### src/rtl/mult_result_display_pkg.sv
// ============================================================================
//  mult_result_display_pkg : shared types and 7-segment patterns
//  Revision: 1.0
// ============================================================================
`default_nettype none

package mult_result_display_pkg;

    typedef enum logic [1:0] {
        ST_IDLE    = 2'd0,
        ST_CONVERT = 2'd1,
        ST_SHOW    = 2'd2
    } state_e;

    typedef enum logic [1:0] {
        DIG_UNITS    = 2'd0,
        DIG_TENS     = 2'd1,
        DIG_HUNDREDS = 2'd2
    } digit_idx_e;

    // Segment order {g,f,e,d,c,b,a}, active high
    localparam logic [6:0] SEG_0     = 7'h3F;
    localparam logic [6:0] SEG_1     = 7'h06;
    localparam logic [6:0] SEG_2     = 7'h5B;
    localparam logic [6:0] SEG_3     = 7'h4F;
    localparam logic [6:0] SEG_4     = 7'h66;
    localparam logic [6:0] SEG_5     = 7'h6D;
    localparam logic [6:0] SEG_6     = 7'h7D;
    localparam logic [6:0] SEG_7     = 7'h07;
    localparam logic [6:0] SEG_8     = 7'h7F;
    localparam logic [6:0] SEG_9     = 7'h6F;
    localparam logic [6:0] SEG_BLANK = 7'h00;

    localparam logic [3:0] DD_LAST_ITER = 4'd8;

    // Double-dabble correction: every BCD nibble >= 5 gets +3 before the shift
    function automatic logic [11:0] dd_adjust(input logic [11:0] s);
        logic [11:0] r;
        r = s;
        for (int n = 0; n < 3; n++) begin
            if (s[n*4 +: 4] >= 4'd5) begin
                r[n*4 +: 4] = s[n*4 +: 4] + 4'd3;
            end
        end
        return r;
    endfunction

endpackage

`default_nettype wire

### src/rtl/bcd_seg7_decoder.sv
// ============================================================================
//  bcd_seg7_decoder : BCD nibble plus blank request to 7-segment pattern
//  Revision: 1.0
// ============================================================================
`default_nettype none

module bcd_seg7_decoder (
    input  logic [3:0] nibble_i,
    input  logic       blank_i,
    output logic [6:0] seg_o
);
    import mult_result_display_pkg::*;

    always_comb begin
        seg_o = SEG_BLANK;
        if (!blank_i) begin
            case (nibble_i)
                4'd0:    seg_o = SEG_0;
                4'd1:    seg_o = SEG_1;
                4'd2:    seg_o = SEG_2;
                4'd3:    seg_o = SEG_3;
                4'd4:    seg_o = SEG_4;
                4'd5:    seg_o = SEG_5;
                4'd6:    seg_o = SEG_6;
                4'd7:    seg_o = SEG_7;
                4'd8:    seg_o = SEG_8;
                4'd9:    seg_o = SEG_9;
                default: seg_o = SEG_BLANK;
            endcase
        end
    end

endmodule

`default_nettype wire

### src/rtl/mult_result_display.sv
// ============================================================================
//  mult_result_display : 8-bit product to BCD (double-dabble) with a
//  multiplexed, leading-zero-blanked 3-digit 7-segment display scan.
//  Revision: 1.0
// ============================================================================
`default_nettype none

module mult_result_display #(
    parameter int unsigned REFRESH_DIV = 1024
) (
    input  logic        clk,
    input  logic        rst_n,
    input  logic [7:0]  prod,
    input  logic        prod_valid,
    output logic        busy,
    output logic        done,
    output logic        overrun,
    output logic [11:0] bcd_out,
    output logic [6:0]  seg,
    output logic [2:0]  digit_sel
);
    import mult_result_display_pkg::*;

    localparam int unsigned      CNT_W       = (REFRESH_DIV > 1) ? $clog2(REFRESH_DIV) : 1;
    localparam logic [CNT_W-1:0] REFRESH_MAX = CNT_W'(REFRESH_DIV - 1);

    state_e           state_q,     state_d;
    logic [7:0]       bin_q,       bin_d;
    logic [11:0]      scratch_q,   scratch_d;
    logic [3:0]       iter_q,      iter_d;
    logic [11:0]      bcd_out_q,   bcd_out_d;
    logic             done_q,      done_d;
    logic             overrun_q,   overrun_d;
    logic [CNT_W-1:0] refresh_q,   refresh_d;
    digit_idx_e       idx_q,       idx_d;
    logic [6:0]       seg_q,       seg_d;
    logic [2:0]       digit_sel_q, digit_sel_d;

    logic [3:0]       digit_nib;
    logic             digit_blank;

    always_comb begin
        state_d   = state_q;
        bin_d     = bin_q;
        scratch_d = scratch_q;
        iter_d    = iter_q;
        bcd_out_d = bcd_out_q;
        done_d    = 1'b0;
        overrun_d = 1'b0;
        case (state_q)
            ST_IDLE, ST_SHOW: begin
                if (prod_valid) begin
                    bin_d     = prod;
                    scratch_d = '0;
                    iter_d    = '0;
                    state_d   = ST_CONVERT;
                end
            end
            ST_CONVERT: begin
                overrun_d = prod_valid;
                if (iter_q == DD_LAST_ITER) begin
                    bcd_out_d = scratch_q;
                    done_d    = 1'b1;
                    state_d   = ST_SHOW;
                end else begin
                    {scratch_d, bin_d} = {dd_adjust(scratch_q), bin_q} << 1;
                    iter_d             = iter_q + 4'd1;
                end
            end
            default: state_d = ST_IDLE;
        endcase
    end

    // Free-running scan; digit index advances on each counter wrap
    always_comb begin
        refresh_d = refresh_q + 1'b1;
        idx_d     = idx_q;
        if (refresh_q == REFRESH_MAX) begin
            refresh_d = '0;
            case (idx_q)
                DIG_UNITS: idx_d = DIG_TENS;
                DIG_TENS:  idx_d = DIG_HUNDREDS;
                default:   idx_d = DIG_UNITS;
            endcase
        end
    end

    // Decode from next-state values so seg/digit_sel track idx and bcd_out exactly
    always_comb begin
        digit_nib   = bcd_out_d[3:0];
        digit_blank = 1'b0;
        digit_sel_d = 3'b001;
        case (idx_d)
            DIG_TENS: begin
                digit_nib   = bcd_out_d[7:4];
                digit_blank = (bcd_out_d[11:4] == 8'h00);
                digit_sel_d = 3'b010;
            end
            DIG_HUNDREDS: begin
                digit_nib   = bcd_out_d[11:8];
                digit_blank = (bcd_out_d[11:8] == 4'h0);
                digit_sel_d = 3'b100;
            end
            default: ;
        endcase
    end

    bcd_seg7_decoder u_decoder (
        .nibble_i (digit_nib),
        .blank_i  (digit_blank),
        .seg_o    (seg_d)
    );

    always_ff @(posedge clk or negedge rst_n) begin
        if (!rst_n) begin
            state_q     <= ST_IDLE;
            bin_q       <= '0;
            scratch_q   <= '0;
            iter_q      <= '0;
            bcd_out_q   <= '0;
            done_q      <= 1'b0;
            overrun_q   <= 1'b0;
            refresh_q   <= '0;
            idx_q       <= DIG_UNITS;
            seg_q       <= SEG_0;
            digit_sel_q <= 3'b001;
        end else begin
            state_q     <= state_d;
            bin_q       <= bin_d;
            scratch_q   <= scratch_d;
            iter_q      <= iter_d;
            bcd_out_q   <= bcd_out_d;
            done_q      <= done_d;
            overrun_q   <= overrun_d;
            refresh_q   <= refresh_d;
            idx_q       <= idx_d;
            seg_q       <= seg_d;
            digit_sel_q <= digit_sel_d;
        end
    end

    assign busy      = (state_q == ST_CONVERT);
    assign done      = done_q;
    assign overrun   = overrun_q;
    assign bcd_out   = bcd_out_q;
    assign seg       = seg_q;
    assign digit_sel = digit_sel_q;

endmodule

`default_nettype wire

### config.mk
export PLATFORM = sky130hd
export DESIGN_NAME = mult_result_display
export DESIGN_NICKNAME = d
export VERILOG_FILES = /design/src/rtl/mult_result_display_pkg.sv /design/src/rtl/bcd_seg7_decoder.sv /design/src/rtl/mult_result_display.sv
export SDC_FILE = /design/constraint.sdc
export NUM_CORES = 1
export LEC_CHECK = 0
export CELL_PAD_IN_SITES_DETAIL_PLACEMENT = 1
export CELL_PAD_IN_SITES_GLOBAL_PLACEMENT = 1
export CORE_ASPECT_RATIO = 1.5
export CORE_MARGIN = 5
export CORE_UTILIZATION = 48
export CTS_CLUSTER_SIZE = 25
export DETAILED_ROUTE_END_ITERATION = 10
export PLACE_DENSITY_LB_ADDON = 0.1
export RECOVER_POWER = 50
export SETUP_SLACK_MARGIN = 0.3
export SYNTH_ARGS = -nofsm -noshare
export SYNTH_HDL_FRONTEND = slang
export SYNTH_HIERARCHICAL = 1
export SYNTH_SLANG_ARGS = --single-unit
### constraint.sdc
create_clock -name clk -period 6.75 [get_ports clk]
set_input_delay 1.0125 -clock clk [delete_from_list [all_inputs] [get_ports clk]]
set_output_delay 1.0125 -clock clk [all_outputs]
set_load 0.02 [all_outputs]
==> results.json <==
{
  "syn_avg_cell_area_um2": 10.6,
  "ant_nets": 0,
  "cts_made_buffers": 9,
  "path_clk_slew_ns": 0.07,
  "power.leakage_nw": 1.71,
  "min_period_over_period_pct": 56.6,
  "ff2ff_setup_slack_ns": 2.93,
  "cp_max_fo": 9,
  "regToRegEndpoint": "seg[3]",
  "first_global_vias": 2538,
  "cp_slowest_stage_delay_ns": 0.47,
  "route.detailed.drc": 0,
  "crit_top_cell": "ha_1",
  "utilization_pct": 57.7,
  "htree_levels": 3,
  "min_from": "refresh_q[6]",
  "syn_inst": 300,
  "rsz0062_at_grt": "no",
  "core_area_um2": 6490,
  "synthTopCellsByCount": "dfrtp_1 (55), nand2_1 (24), nor2_1 (22)",
  "drt_iter0_markers": 110,
  "synth_area_um2": 3180,
  "worstSetupStartpointType": "flop",
  "finalWirelength_um": 7380,
  "die-width_um": 76.4,
  "fin_skew_ns": 0.00900,
  "cts_tree": "done",
  "area_delta_synth_final_pct": 17.7,
  "critical_path_class": "flop to flop",
  "synthArstFlopShare_pct": 100,
  "io_buffers": 35,
  "violations": "capacitance limit, slew limit",
  "r2r_start": "refresh_q[0]",
  "cts_setup_buffers": 0,
  "dr.pass1.iters": 4,
  "antennaDiodeCount": 0,
  "hold_depth": 1,
  "io_pins": 36,
  "ys_types": 49,
  "die-area_um2": 8380,
  "vias_per_cell": 5.54,
  "arrival_ns": 4.08,
  "synth_ff_type": "dfrtp_1",
  "dp_hpwl_um": 5160,
  "power_density_nw_per_um2": 473,
  "synth.net_count": 329,
  "ys_seq_area_share_pct": 49.1,
  "hold_class": "flop to flop",
  "fin_crit_ns": 3.82,
  "yosysWarnings": 6,
  "grt_pass1_wl_um": 12600,
  "tightest_slew_ns": 3.29,
  "setup_viol": 0,
  "clk-insertion-delay-late_ns": 0.34,
  "synth_area_leader_cell": "dfrtp_1",
  "critPathSlowestCell": "o221ai_1",
  "p_total_w": 0.00177,
  "grt_max_degree": 63,
  "synth_edf_count": 0,
  "fin_setup_tns_ns": 0,
  "final_nets": 367,
  "fmax_mhz": 262,
  "final_layout_size_suffix_gt1_share_pct": 10.2,
  "slew_viol_final": 63,
  "post_cts_resized": 0,
  "maxCapViolCount": 1,
  "synth_top_cells_by_area": "dfrtp_1 (43%), ha_1 (7.1%), dfstp_2 (5.8%)",
  "synth-seq-cells": 62,
  "grt-ovfl-total": 0,
  "initial_utilization_pct": 49.0,
  "reg2reg_depth": 13,
  "antenna_found_initial": 0,
  "hold_end": "refresh_q[6]",
  "die_height_um": 110,
  "hold_violations": 0,
  "maxSlewHeadroom_pct": -119,
  "yosysMostFrequentCell": "dfrtp_1",
  "yosys.area.top_type_share_pct": 43.3,
  "cts_root_buf": "clkbuf_8",
  "vdd.ir_drop.worst_mv": 0.293,
  "critPathRequiredTime_ns": 7.01,
  "ctsHoldBuffers": 0,
  "vias": 2320,
  "clockBufferDepth": 2,
  "gp_congestion": 0.898,
  "grt_use_total_pct": 19.3,
  "rows": 36,
  "path_cells": "ha_1 > nand4_1 > nor2_1 > and4_1 > mux2_2 > ha_1 > nand2b_1 > o221ai_1 > inv_1 > ha_1 > or2_0 > a21o_1 > o21ai_1",
  "outcome": "complete, but fails checks",
  "cts_sinks": 62,
  "worstSetupEndpointType": "flop",
  "wire_per_inst_um": 17.6
}
-- power by group --
group          internal (W)  switching [W]
Clock              0.000217       0.000139
Combinational      0.000338       0.000465
Sequential         0.000513      0.0000963
-- kinds of logic (layout without fill, tap and decap cells) --
group | count (synthesis) | count (layout) | synth area share [%]
mux | 16 | 16 | 5.24
flops | 62 | 62 | 49.1
buf+inv | 31 | 74 | 5.28
xor+xnor | 15 | 15 | 4.14
simple gates | 99 | 99 | 16.7
compound gates | 59 | 59 | 12.4
fa+ha+maj | 18 | 18 | 7.09
-- area by class of cell --
class | instances | area, µm²
sequential | 62 | 1560
clock inverter | 4 | 70.1
clock buffer | 12 | 145
inverter | 21 | 83.8
timing repair buffer | 37 | 353
fill | 730 | 2750
multi-input combinational | 207 | 1430
tap | 76 | 95.1
-- worst max-delay path: cells and delay by family (launching register included) --
family | cells | cell delay (ns)
AO/OA/AOI/OAI | 3 | 0.76
adder cells (fa/ha/maj) | 3 | 0.80
multiplexers | 1 | 0.42
flip-flops | 1 | 0.40
AND/OR/NAND/NOR | 5 | 1.17
buffers and inverters | 1 | 0.18
-- state kept, by name, summed over array words and instances (netlist names) --
register,cells
bcd_out,12
scratch_q,12
refresh_q,10
bin_q,8
seg,7
iter_q,4
digit_sel,3
idx_q,2
state_q,2
done,1
overrun,1
-- worst max-delay path by stage --
stage                       startpoint       to  cells past startpoint
after global placement    refresh_q[0]   seg[0]                     13
after CTS                 refresh_q[0]   seg[3]                     13
after global routing             rst_n  overrun                      2
after floorplan           refresh_q[0]   seg[0]                     14
final                     refresh_q[0]   seg[3]                     13
after detailed placement  refresh_q[0]   seg[0]                     13
-- through the flow --
step           worst slack, ns  hold WS, ns  instances  area (µm²)
2_1_floorplan             3.49        0.441        300        3180
3_3_place_gp              3.11        0.457        403        3550
3_5_place_dp              2.99        0.461        403        3550
4_1_cts                   2.91        0.477        419        3760
5_1_grt                   2.34        0.506        419        3740
6_report                  2.93        0.474        419        3740
-- placed cells by master (no fill, tap or decap), types with 2 or more instances in the layout --
cell type and n:
or2_1 4, nand2b_1 10, dfstp_2 7, a21boi_0 5, mux2_2 5, o221ai_1 4, nor2_1 23, and3_1 2
a31oi_1 6, a21oi_1 6, o21ai_0 18, xor2_1 7, nand4_1 3, clkbuf_1 4, o22ai_1 3, inv_1 19
nand2_1 24, nand3_1 11, bufinv_16 2, nor4_1 2, mux2i_1 11, clkinv_2 2, a32o_1 3, dfrtp_1 55
clkbuf_8 10, ha_1 18, or2_2 2, nor2b_1 5, xnor2_1 8, clkdlybuf4s50_1 33, o31ai_1 6, a21o_1 2
or4_1 2, nor3_1 3
-- per-layer routing --
layer	vias to the layer above	GRT usage, %	routed length [µm]
li1	1109	-	-
met3	16	4.51	234
met4	0	8.25	173
met2	40	33.8	3880
met1	1155	22.5	3100
met5	-	0	0
Power figures use the tool's default switching activity.
